==> src/rtl/sobel_frame_sequencer.sv <==
// Frame-level sequencer: streams a frame into BRAM0, kicks the Sobel FSM,
// waits for its done (with timeout), then drains BRAM1 onto an output stream.
module sobel_frame_sequencer #(
    parameter int unsigned DATA_WIDTH     = 8,
    parameter int unsigned ADDR_WIDTH     = 16,
    parameter int unsigned IMAGE_WIDTH    = 100,
    parameter int unsigned IMAGE_HEIGHT   = 100,
    parameter int unsigned TIMEOUT_CYCLES = 65535
) (
    input  logic                  clk,
    input  logic                  rst_n,
    input  logic                  i_start,
    input  logic                  i_mode,
    input  logic [ADDR_WIDTH-1:0] i_num_pix,
    input  logic                  s_valid,
    input  logic [DATA_WIDTH-1:0] s_data,
    output logic                  s_ready,
    output logic                  b0_ce2,
    output logic                  b0_we2,
    output logic [ADDR_WIDTH-1:0] b0_addr2,
    output logic [DATA_WIDTH-1:0] b0_d2,
    output logic                  b1_ce2,
    output logic                  b1_we2,
    output logic [ADDR_WIDTH-1:0] b1_addr2,
    input  logic [DATA_WIDTH-1:0] b1_q2,
    output logic                  o_f_en,
    output logic                  o_f_run,
    output logic [ADDR_WIDTH-1:0] o_f_num_cnt,
    input  logic                  i_f_idle,
    input  logic                  i_f_done,
    output logic                  m_valid,
    output logic [DATA_WIDTH-1:0] m_data,
    input  logic                  m_ready,
    output logic                  o_busy,
    output logic                  o_frame_done,
    output logic                  o_err
);

    localparam int unsigned TIMER_WIDTH = (TIMEOUT_CYCLES < 1) ? 1 : $clog2(TIMEOUT_CYCLES + 1);
    localparam logic [TIMER_WIDTH-1:0] TIMER_LAST = TIMER_WIDTH'(TIMEOUT_CYCLES - 1);
    localparam logic [ADDR_WIDTH-1:0]  FRAME_PIX  = ADDR_WIDTH'(IMAGE_WIDTH * IMAGE_HEIGHT);
    localparam logic [ADDR_WIDTH-1:0]  ONE        = ADDR_WIDTH'(1);

    typedef enum logic [2:0] {
        ST_IDLE,
        ST_LOAD,
        ST_KICK,
        ST_WAIT,
        ST_DRAIN,
        ST_DONE
    } state_t;

    state_t                 state;
    logic                   cap_mode;
    logic [ADDR_WIDTH-1:0]  cap_num;
    logic [ADDR_WIDTH-1:0]  wr_cnt;
    logic [ADDR_WIDTH-1:0]  rd_cnt;
    logic [ADDR_WIDTH-1:0]  out_cnt;
    logic [TIMER_WIDTH-1:0] timer;
    logic                   rd_pend;
    logic                   out_valid;
    logic [DATA_WIDTH-1:0]  out_data;
    logic                   f_en;
    logic                   err;

    logic load_acc;
    logic out_acc;
    logic rd_issue;
    logic filter_phase;

    assign load_acc     = (state == ST_LOAD) && s_valid;
    assign out_acc      = out_valid && m_ready;
    // One read in flight; the output register must be free (or emptying) when data lands.
    assign rd_issue     = (state == ST_DRAIN) && !rd_pend && (rd_cnt < cap_num)
                          && (!out_valid || m_ready);
    assign filter_phase = (state == ST_KICK) || (state == ST_WAIT) || (state == ST_DRAIN);

    assign s_ready      = (state == ST_LOAD);
    assign b0_ce2       = load_acc;
    assign b0_we2       = load_acc;
    assign b0_addr2     = load_acc ? wr_cnt : '0;
    assign b0_d2        = load_acc ? s_data : '0;

    assign b1_ce2       = rd_issue;
    assign b1_we2       = 1'b0;
    assign b1_addr2     = rd_issue ? rd_cnt : '0;

    assign o_f_en       = f_en;
    assign o_f_run      = filter_phase && cap_mode;
    assign o_f_num_cnt  = filter_phase ? cap_num : '0;

    assign m_valid      = out_valid;
    assign m_data       = out_data;
    assign o_busy       = (state != ST_IDLE);
    assign o_frame_done = (state == ST_DONE);
    assign o_err        = err;

    always_ff @(posedge clk or negedge rst_n) begin
        if (!rst_n) begin
            state     <= ST_IDLE;
            cap_mode  <= 1'b0;
            cap_num   <= '0;
            wr_cnt    <= '0;
            rd_cnt    <= '0;
            out_cnt   <= '0;
            timer     <= '0;
            rd_pend   <= 1'b0;
            out_valid <= 1'b0;
            out_data  <= '0;
            f_en      <= 1'b0;
            err       <= 1'b0;
        end else begin
            f_en <= 1'b0;
            err  <= 1'b0;
            case (state)
                ST_IDLE: begin
                    if (i_start) begin
                        cap_mode <= i_mode;
                        cap_num  <= i_num_pix;
                        if ((i_num_pix == '0) || (i_mode && (i_num_pix != FRAME_PIX))) begin
                            err <= 1'b1;
                        end else begin
                            wr_cnt <= '0;
                            state  <= ST_LOAD;
                        end
                    end
                end
                ST_LOAD: begin
                    if (load_acc) begin
                        wr_cnt <= wr_cnt + ONE;
                        if (wr_cnt == cap_num - ONE) begin
                            state <= ST_KICK;
                        end
                    end
                end
                ST_KICK: begin
                    if (i_f_idle) begin
                        f_en  <= 1'b1;
                        timer <= '0;
                        state <= ST_WAIT;
                    end
                end
                ST_WAIT: begin
                    // done takes priority over a simultaneous timeout
                    if (i_f_done) begin
                        rd_cnt    <= '0;
                        out_cnt   <= '0;
                        rd_pend   <= 1'b0;
                        out_valid <= 1'b0;
                        state     <= ST_DRAIN;
                    end else if (timer == TIMER_LAST) begin
                        err   <= 1'b1;
                        state <= ST_IDLE;
                    end else begin
                        timer <= timer + TIMER_WIDTH'(1);
                    end
                end
                ST_DRAIN: begin
                    rd_pend <= rd_issue;
                    if (rd_issue) begin
                        rd_cnt <= rd_cnt + ONE;
                    end
                    if (rd_pend) begin
                        out_valid <= 1'b1;
                        out_data  <= b1_q2;
                    end else if (out_acc) begin
                        out_valid <= 1'b0;
                    end
                    if (out_acc) begin
                        out_cnt <= out_cnt + ONE;
                        if (out_cnt == cap_num - ONE) begin
                            state <= ST_DONE;
                        end
                    end
                end
                ST_DONE: begin
                    state <= ST_IDLE;
                end
                default: begin
                    state <= ST_IDLE;
                end
            endcase
        end
    end

endmodule

==> config.mk <==
export PLATFORM = sky130hd
export DESIGN_NAME = sobel_frame_sequencer
export DESIGN_NICKNAME = d
export VERILOG_FILES = /design/src/rtl/sobel_frame_sequencer.sv
export SDC_FILE = /design/constraint.sdc
export NUM_CORES = 1
export LEC_CHECK = 0
export BUFFER_PORTS_ARGS = -buffer_cell sky130_fd_sc_hd__buf_2
export CAP_MARGIN = 10
export CORE_MARGIN = 10
export CORE_UTILIZATION = 45
export DETAILED_ROUTE_END_ITERATION = 10
export PLACE_DENSITY = 0.65
export SLEW_MARGIN = 0
export SYNTH_ARGS = -nofsm -noshare
export SYNTH_HDL_FRONTEND = slang
export SYNTH_SLANG_ARGS = --single-unit
==> constraint.sdc <==
create_clock -name clk -period 2.9 [get_ports clk]
set_input_delay 0 -clock clk [delete_from_list [all_inputs] [get_ports clk]]
set_output_delay 0 -clock clk [all_outputs]
set_load 0.01 [all_outputs]
* Word level (Yosys, flattened, before mapping)
Index checks and enable logic that the tools add are counted.
Word-level totals: flip-flop bits (word level) 96, output and inout bits 75, logic and storage cells 107
Operators by class: reduce and logical (&&, ||, !) cells 28, equal/unequal tests 22, order comparisons 1, multiplexer cells 39, add/subtract/negate cells 5
Operators with widths (count):
- 16-bit two-way mux | 12
- 16-bit case mux with 2 select lines | 4
- 16-bit by 1-bit adder with 16-bit output, second input constant | 4
- 16-bit equality test | 2
- 3-bit two-way mux | 9
- 2-bit != test, second input constant | 9
- 16-bit equality test, second input constant | 1
- 16-bit zero test | 1
- 16-bit < comparator | 1
- 16-bit by 14-bit != test with 1-bit output, second input constant | 1
- 16-bit by 1-bit subtractor with 16-bit output, second input constant | 1
- 3-bit case mux with 5 select lines | 1
- 1-bit two-way mux | 9
- 3-bit AND reduction | 3
- 8-bit two-way mux | 1
- 4-bit AND reduction | 2
- 8-bit AND reduction | 1
- 1-bit logical AND | 7
- 3-bit by 2-bit equality test with 1-bit output, second input constant | 2
- 3-bit equality test, second input constant | 2
- 1-bit case mux with 2 select lines | 3
- 2-bit AND reduction | 3
- 2-bit nonzero test | 3
- 1-bit logical OR | 4
- other kinds (7) | 9

* Logic depth before layout (Yosys ltp)
Gate-level depths: netlist of run 1.
depth after elaboration 6, mapped depth 11, mapped depth without buffers 10

* Worst setup path before layout of run 1
No wires, ideal clock.
path type reg2reg, start point reg cap_num[0], end point reg state[1], cell stages (with the launch flop) 12, data arrival time 2423 ps, setup slack 401 ps, path through dfrtp_1 -> buf_2 -> inv_1 -> ha_1 -> or4b_1 -> nor3_1 -> xnor2_1 -> xnor2_1 -> nor4_1 -> nand4_1 -> o31a_1 -> o21ai_1
On the way: word-level cells in the longest chain between the ends 4, elaborated cells on any way between the ends 6, classes of those cells add/sub: 1; eq/ne: 4; reduce/logical: 1
Ends and longest elaborated chain:
- from (decl) | RTL line 55 | logic [ADDR_WIDTH-1:0] cap_num;
- from (signal assigned) | RTL line 119 | cap_num <= i_num_pix;
- 16-bit by 1-bit subtractor with 16-bit output (*) | RTL line 131, 171
- 16-bit equality test (on tied branches) | RTL line 171, 131
- 2-bit by 1-bit != test with 1-bit output (no line)
- 8-bit AND reduction (no line) (*)
- to (signal assigned) | RTL line 132 | state <= ST_KICK;
- to (signal assigned) | RTL line 172 | state <= ST_DONE;
- to (signal assigned) | RTL line 177 | state <= ST_IDLE;
- to (decl) | RTL line 53 | state_t state;
Mark *: on every way between the ends. The rest lies on a longest branch, timed or not. A chain may end at the register's enable or synchronous reset.

* Final worst setup path of run 1
start point reg cap_num[7], end point out b1_addr2[0]
On the way: word-level cells in the longest chain between the ends 4
Ends and longest elaborated chain:
- 16-bit < comparator | RTL line 74 | assign rd_issue = (state == ST_DRAIN) && !rd_pend && (rd_cnt < cap_num)
- 1-bit logical AND | RTL line 74
- 1-bit logical AND | RTL line 75 | && (!out_valid || m_ready);
- 16-bit two-way mux | RTL line 86 | assign b1_addr2 = rd_issue ? rd_cnt : '0;
- to (decl) | RTL line 24 | output logic [ADDR_WIDTH-1:0] b1_addr2,
No other way between the ends.

==> impl_metrics.ini, run 1 <==
[run_status]
outcome = finished clean

[synth]
synth_ff_type = dfrtp_1
synth-seq-cells = 96
syn_inst = 687
synth_warnings = 0
synth_area_leaders = dfrtp_1 39%, xor2_1 6.0%, xnor2_1 5.6%, nor2_1 4.7%, and2_1 4.6%
synth.avg_cell_area_um2 = 8.95
synth-async-reset-ratio_pct = 100
yosysSeqAreaShare_pct = 39.1
synth.cell_area_um2 = 6150
syn-num-nets = 748
synth_top_area_share_pct = 39.1
synth_cell_types = 66
yosys.area.top_type = dfrtp_1
synth-edff-count = 0

[die]
core_area_um2 = 13300
rows = 42
io_pins = 115
die_h_um = 137
die_x_um = 137
die_area_um2 = 18700
start_util_pct = 46.2

[critical_path]
crit_path_max_incr_delay_ns = 0.46
start_kind = flip-flop
end_kind = output pin
crit_cells = 10
rr_worst_depth = 10
crit_required_ns = 2.90
crit_fanout = 37
worstSetupPathType = flip-flop to output pin
crit_slowest_cell = dfrtp_2
crit_arrival_ns = 2.74
cp_num_buf_inv = 3
worst_path_dominant_cell_family = compound AO/OA/AOI/OAI gates
path_cells = inv_1 -> ha_1 -> and3_1 -> a22o_1 -> o31ai_2 -> o21ai_2 -> a21oi_4 -> buf_12 -> and2_1 -> buf_2

[timing]
rsz0062_at_grt = false
period_minus_slack_ns = 2.74
setup_violations = 0
clock.fmax_mhz = 365
tightest_slew_ns = 0.528
fin_ws_ns = 0.159
hold_violations = 0
maxSlewHeadroom_pct = 64.8
fin_skew_ns = 0.00914
maxSlewViolCount = 0
tns_ns = 0
fin_crit_sh_pct = 94.5

[power_and_ir_drop]
power.total_mw = 5.45
comb_power_share_pct = 42.6
p_seq_share_pct = 35.2
irDropWorstVdd_uv = 396
power.leakage_nw = 3.65
switchingPower_mw = 2.23
intPower_mw = 3.21
sw_frac_of_total_pct = 41.0
pwr-share-clk_pct = 22.2
powerDensity_nw_per_um2 = 723

[cts]
cts_tree = yes
cts_buffers = 9
htreeDepth = 3
worstSkewPairLatency_ns = 0.35
clockBufferDepth = 2
clock_tree.root_cell = clkbuf_16
cts_num_sinks = 96
cts_setup_buffers = 0
clk_pin_slew_ns = 0.07

[detailed_routing]
routed_wl_um = 17400
firstDrtPassIters = 5
drt-wirelength-per-cell_um = 17.3
drc = 0
drt_iter0_drc = 384
vias = 5411
antenna_left = 0
viasPerCell = 5.38

[global_routing]
grt_max_degree = 97
antenna_found_initial = 1
grt_pass1_vias = 5500
gr-total-overflow = 0
grt.total_usage_pct = 18.9
grt_pass1_wl_um = 28600

[finish]
multi_input_area_um2 = 3510
final_cell_area_um2 = 7540
filler_cell_count = 1158
drive_gt1_share_pct = 21.7
final_util_pct = 56.7
layout.area.seq_um2 = 2410
nets = 885
area_delta_synth_final_pct = 22.6

[place]
placed_area_um2 = 6950
port_buffers = 113
dpl.hpwl_um = 12900
gp_congestion = 0.912
dpl_worst_slack_ns = 0.135

[worst_hold_path]
hold_depth = 3
hold_class = input pin to flip-flop

[job]
drv_cap = 0
-- metal layers --
layer,vias to the layer above,global-route usage [%],wire length (µm)
met5,-,0,0
met4,0,7.85,465
met3,33,3.74,988
met2,157,31.9,8410
met1,2580,23.0,7550
li1,2641,-,-
-- power by group through the flow --
stage          Combinational, mW  Sequential (mW)  Clock, mW
3_3_place_gp                2.22             1.91          0
5_1_grt                     2.60             1.95       1.28
4_1_cts                     2.30             1.90       1.23
3_5_place_dp                2.26             1.93          0
6_report                    2.32             1.92       1.21
2_1_floorplan               1.66             1.79          0
-- cell families after synthesis --
logic type,synth area share [%]
and+or+nand+nor,27.2
DFF,39.1
AOI/OAI and AO/OA,10.5
xor gates and xnor gates,11.9
buffers and inverters,4.17
adders and majority gates,4.28
muxes,2.79
other,0.0610
-- registers in the layout, indices dropped and copies added, names as in the netlist --
signal and cells:
rd_pend 1, cap_num 16, cap_mode 1, o_err 1, rd_cnt 16, wr_cnt 16, m_valid 1, state 3
o_f_en 1, timer 16, out_cnt 16, m_data 8
-- per-stage QoR --
step / hold slack, ns / cells
CTS: 0.0122 / 1004
global placement: 0.101 / 963
floorplan: -0.296 / 687
detailed placement: 0.102 / 963
finish: 0.0221 / 1005
global route: 0.0357 / 1005
-- synthesized netlist by cell type (2+ instances only) --
library cell	number
o21ai_1	3
buf_4	3
inv_1	31
nor3b_2	2
or3_1	6
buf_1	3
a2111oi_0	2
buf_2	7
and3_1	10
nor3_1	12
a2111oi_4	2
a22oi_1	2
dfrtp_1	96
a211oi_1	3
xnor2_1	39
o211a_1	2
nand3_1	35
nor3b_1	5
a21o_1	7
and2_1	45
nor2_1	77
ha_1	21
a31o_2	4
nand4_1	27
nand2b_1	8
mux2i_1	7
clkbuf_1	16
nor2b_1	5
o21ai_0	33
nor4b_1	2
and4_1	3
nand2_1	56
o2111a_1	2
nor4_1	10
xor2_1	42
a21oi_1	19
a31oi_1	3
mux2_2	9
-- path summary, 6_finish.rpt --
| kind | from | endpoint | slack (ns) |
|---|---|---|---|
| min in group asynchronous | rst_n | wr_cnt[15] | 0.26 |
| max reg2reg | cap_num[1] | state[1] | 0.23 |
| max in group asynchronous | rst_n | cap_num[5] | 2.23 |
| min reg2reg | m_data[5] | m_data[5] | 0.51 |
| max | cap_num[7] | b1_addr2[0] | 0.16 |
| min | m_ready | m_valid | 0.02 |
-- final cells by class --
type | instances | area share (%)
Inverter | 31 | 1.54
Sequential cell | 96 | 31.9
Timing Repair Buffer | 156 | 13.0
Clock buffer | 11 | 3.22
Multi-Input combinational cell | 530 | 46.6
Clock inverter | 4 | 0.714
Tap cell | 176 | 2.92
Antenna cell | 1 | 0.0332
-- what timing repair did --
item / 4_1_cts / 5_1_grt
hold buffers: 26 / 0
hold endpoints to repair: 121 / 0
gates resized for setup: 0 / 10
endpoints found under the setup margin: 0 / 19
-- cells in the final DEF, fill, tap and decap left out, types with 5 or more instances in the layout --
master and instances:
buf_2 112, dfrtp_1 93, nor2_1 77, nand2_1 56
and2_1 45, xor2_1 42, xnor2_1 39, nand3_1 35
o21ai_0 33, inv_1 30, nand4_1 27, dlygate4sd3_1 26
ha_1 20, a21oi_1 19, buf_4 16, nor3_1 11
and3_1 10, mux2_2 9, nor4_1 9, clkbuf_16 9
nand2b_1 8, a21o_1 7, mux2i_1 7, or3_1 6
nor2b_1 5
-- worst register-to-register path, delay by kind of cell (launching register included) --
family,cells,cell delay [ns]
adder cells (fa/ha/maj),1,0.22
AO/OA/AOI/OAI,2,0.41
AND/OR/NAND/NOR,4,1.11
flip-flops,1,0.42
buffers and inverters,1,0.11
XOR/XNOR,2,0.32
(Power assumes the default switching activity.)
==> run 2: changes to the inputs <==
--- a/config.mk
+++ b/config.mk
@@ -10,7 +10,7 @@
 export CORE_MARGIN = 10
 export CORE_UTILIZATION = 45
 export DETAILED_ROUTE_END_ITERATION = 10
-export PLACE_DENSITY = 0.65
+export PLACE_DENSITY = 0.7
 export SLEW_MARGIN = 0
 export SYNTH_ARGS = -nofsm -noshare
 export SYNTH_HDL_FRONTEND = slang
==> run 2 against run 1 <==
  * First-iteration DRC count fell by 3.6%
  * Non-clock buffer count fell by 1
  * Clock power fell by 5%
  * Cell area fell by 0.71%
  * Flip-flop and latch count did not move
  * Clock skew rose by 0.0042 ns
  * Routed wire length rose by 0.70%
  * Register-to-register slack got worse by 0.07 ns
  * Critical path type unchanged
  * Critical endpoint is now b1_addr2[13]
  * Largest cell class unchanged
==> impl_metrics.ini, run 2 (synthesis gave the netlist of run 1 again) <==
[run_status]
outcome = finished clean

[place]
placed_area_um2 = 6920
port_buffers = 113
dpl.hpwl_um = 13100
gp_congestion = 0.950

[cts]
clockBufferDepth = 2
worstSkewPairLatency_ns = 0.36
htreeDepth = 3
cts_buffers = 9
clk_pin_slew_ns = 0.07
clock_tree.root_cell = clkbuf_16
cts_tree = yes
cts_num_sinks = 96
cts_setup_buffers = 0

[finish]
layout.area.seq_um2 = 2400
nets = 884
final_util_pct = 56.3
filler_cell_count = 1193
final_cell_area_um2 = 7480
area_delta_synth_final_pct = 21.8
final_common_cell = buf_2
drive_gt1_share_pct = 20.8
mostFrequentLayoutCells = 112 x buf_2, 94 x dfrtp_1, 77 x nor2_1
multi_input_area_um2 = 3490

[die]
rows = 42
die_h_um = 137
io_pins = 115
die_x_um = 137
core_area_um2 = 13300
die_area_um2 = 18700
start_util_pct = 46.2

[job]
drv_cap = 0

[power_and_ir_drop]
p_seq_share_pct = 35.8
comb_power_share_pct = 42.8
intPower_mw = 3.11
power.leakage_nw = 3.65
powerDensity_nw_per_um2 = 716
pwr-share-clk_pct = 21.5
switchingPower_mw = 2.24
sw_frac_of_total_pct = 41.9
power.total_mw = 5.36
irDropWorstVdd_uv = 376

[critical_path]
worstSetupPathType = flip-flop to output pin
crit_required_ns = 2.90
end_kind = output pin
crit_arrival_ns = 2.74
start_kind = flip-flop
crit_fanout = 37

[timing]
fin_skew_ns = 0.0133
whs_ns = 0.0341
rsz0062_at_grt = false
fin_crit_sh_pct = 94.6
period_minus_slack_ns = 2.74
setup_violations = 0
maxSlewViolCount = 0
maxSlewHeadroom_pct = 30.4
tightest_slew_ns = 1.04
hold_violations = 0
clock.fmax_mhz = 365
tns_ns = 0

[global_routing]
antenna_found_initial = 2
gr-total-overflow = 0
grt_pass1_wl_um = 28400
grt.total_usage_pct = 18.8
grt_max_degree = 38
grt_pass1_vias = 5579

[detailed_routing]
viasPerCell = 5.62
drc = 0
antenna_left = 0
vias = 5641
drt-wirelength-per-cell_um = 17.5
routed_wl_um = 17500
firstDrtPassIters = 5
drt_iter0_drc = 370

[worst_hold_path]
hold_class = input pin to flip-flop
run 2: layout make-up:
type	instances	share of cell area [%]
multi-input cells	530	46.7
diodes	1	0.0334
inverters	31	1.55
clock inverters	5	0.568
well taps	176	2.94
flip-flops and latches	96	32.1
repair buffers	155	12.9
clock buffers	10	3.19
run 2: final timing paths:
path,startpoint,endpoint,slack [ns],cells past startpoint
max,cap_num[5],b1_addr2[13],0.16,10
min,i_f_done,o_err,0.03,3
max reg2reg,cap_num[1],state[1],0.16,10
min reg2reg,m_data[0],m_data[0],0.50,1
max in group asynchronous,rst_n,cap_num[5],1.97,3
min in group asynchronous,rst_n,wr_cnt[10],0.14,2
run 2: worst max-delay path, cell delays in order (launching register included):
cell     delay (ns)
dfrtp_2        0.48
inv_1          0.12
ha_1           0.29
and3_1         0.16
a22o_1         0.24
o31ai_1        0.18
o21ai_1        0.21
a21oi_4        0.22
buf_12         0.19
and2_1         0.16
buf_2          0.13
run 2: metal layers:
metal | part of all wire, % | vias to the layer above | global-route usage [%]
met4 | 3.3 | 0 | 9.25
li1 | - | 2654 | -
met1 | 42 | 2716 | 23.2
met5 | 0 | - | 0
met3 | 7.7 | 42 | 4.40
met2 | 47 | 229 | 30.3
run 2: power groups by stage:
stage          Combinational, mW  Clock (mW)  Sequential (mW)
2_1_floorplan               1.66           0             1.79
3_3_place_gp                2.19           0             1.92
3_5_place_dp                2.24           0             1.94
4_1_cts                     2.28        1.17             1.91
5_1_grt                     2.55        1.22             1.95
6_report                    2.29        1.15             1.92
run 2: stage by stage:
step                      instances  setup WS, ns
after detailed placement        961         0.176
after global placement          961         0.318
final                          1004         0.157
after floorplan                 687         0.401
after CTS                      1003        0.0462
after global routing           1004        0.0402
run 2: repair_timing:
action                                  CTS  global route
endpoints found under the hold margin    57             0
gates resized for setup                   0             4
hold buffers                             27             0
endpoints found under the setup margin    0            17
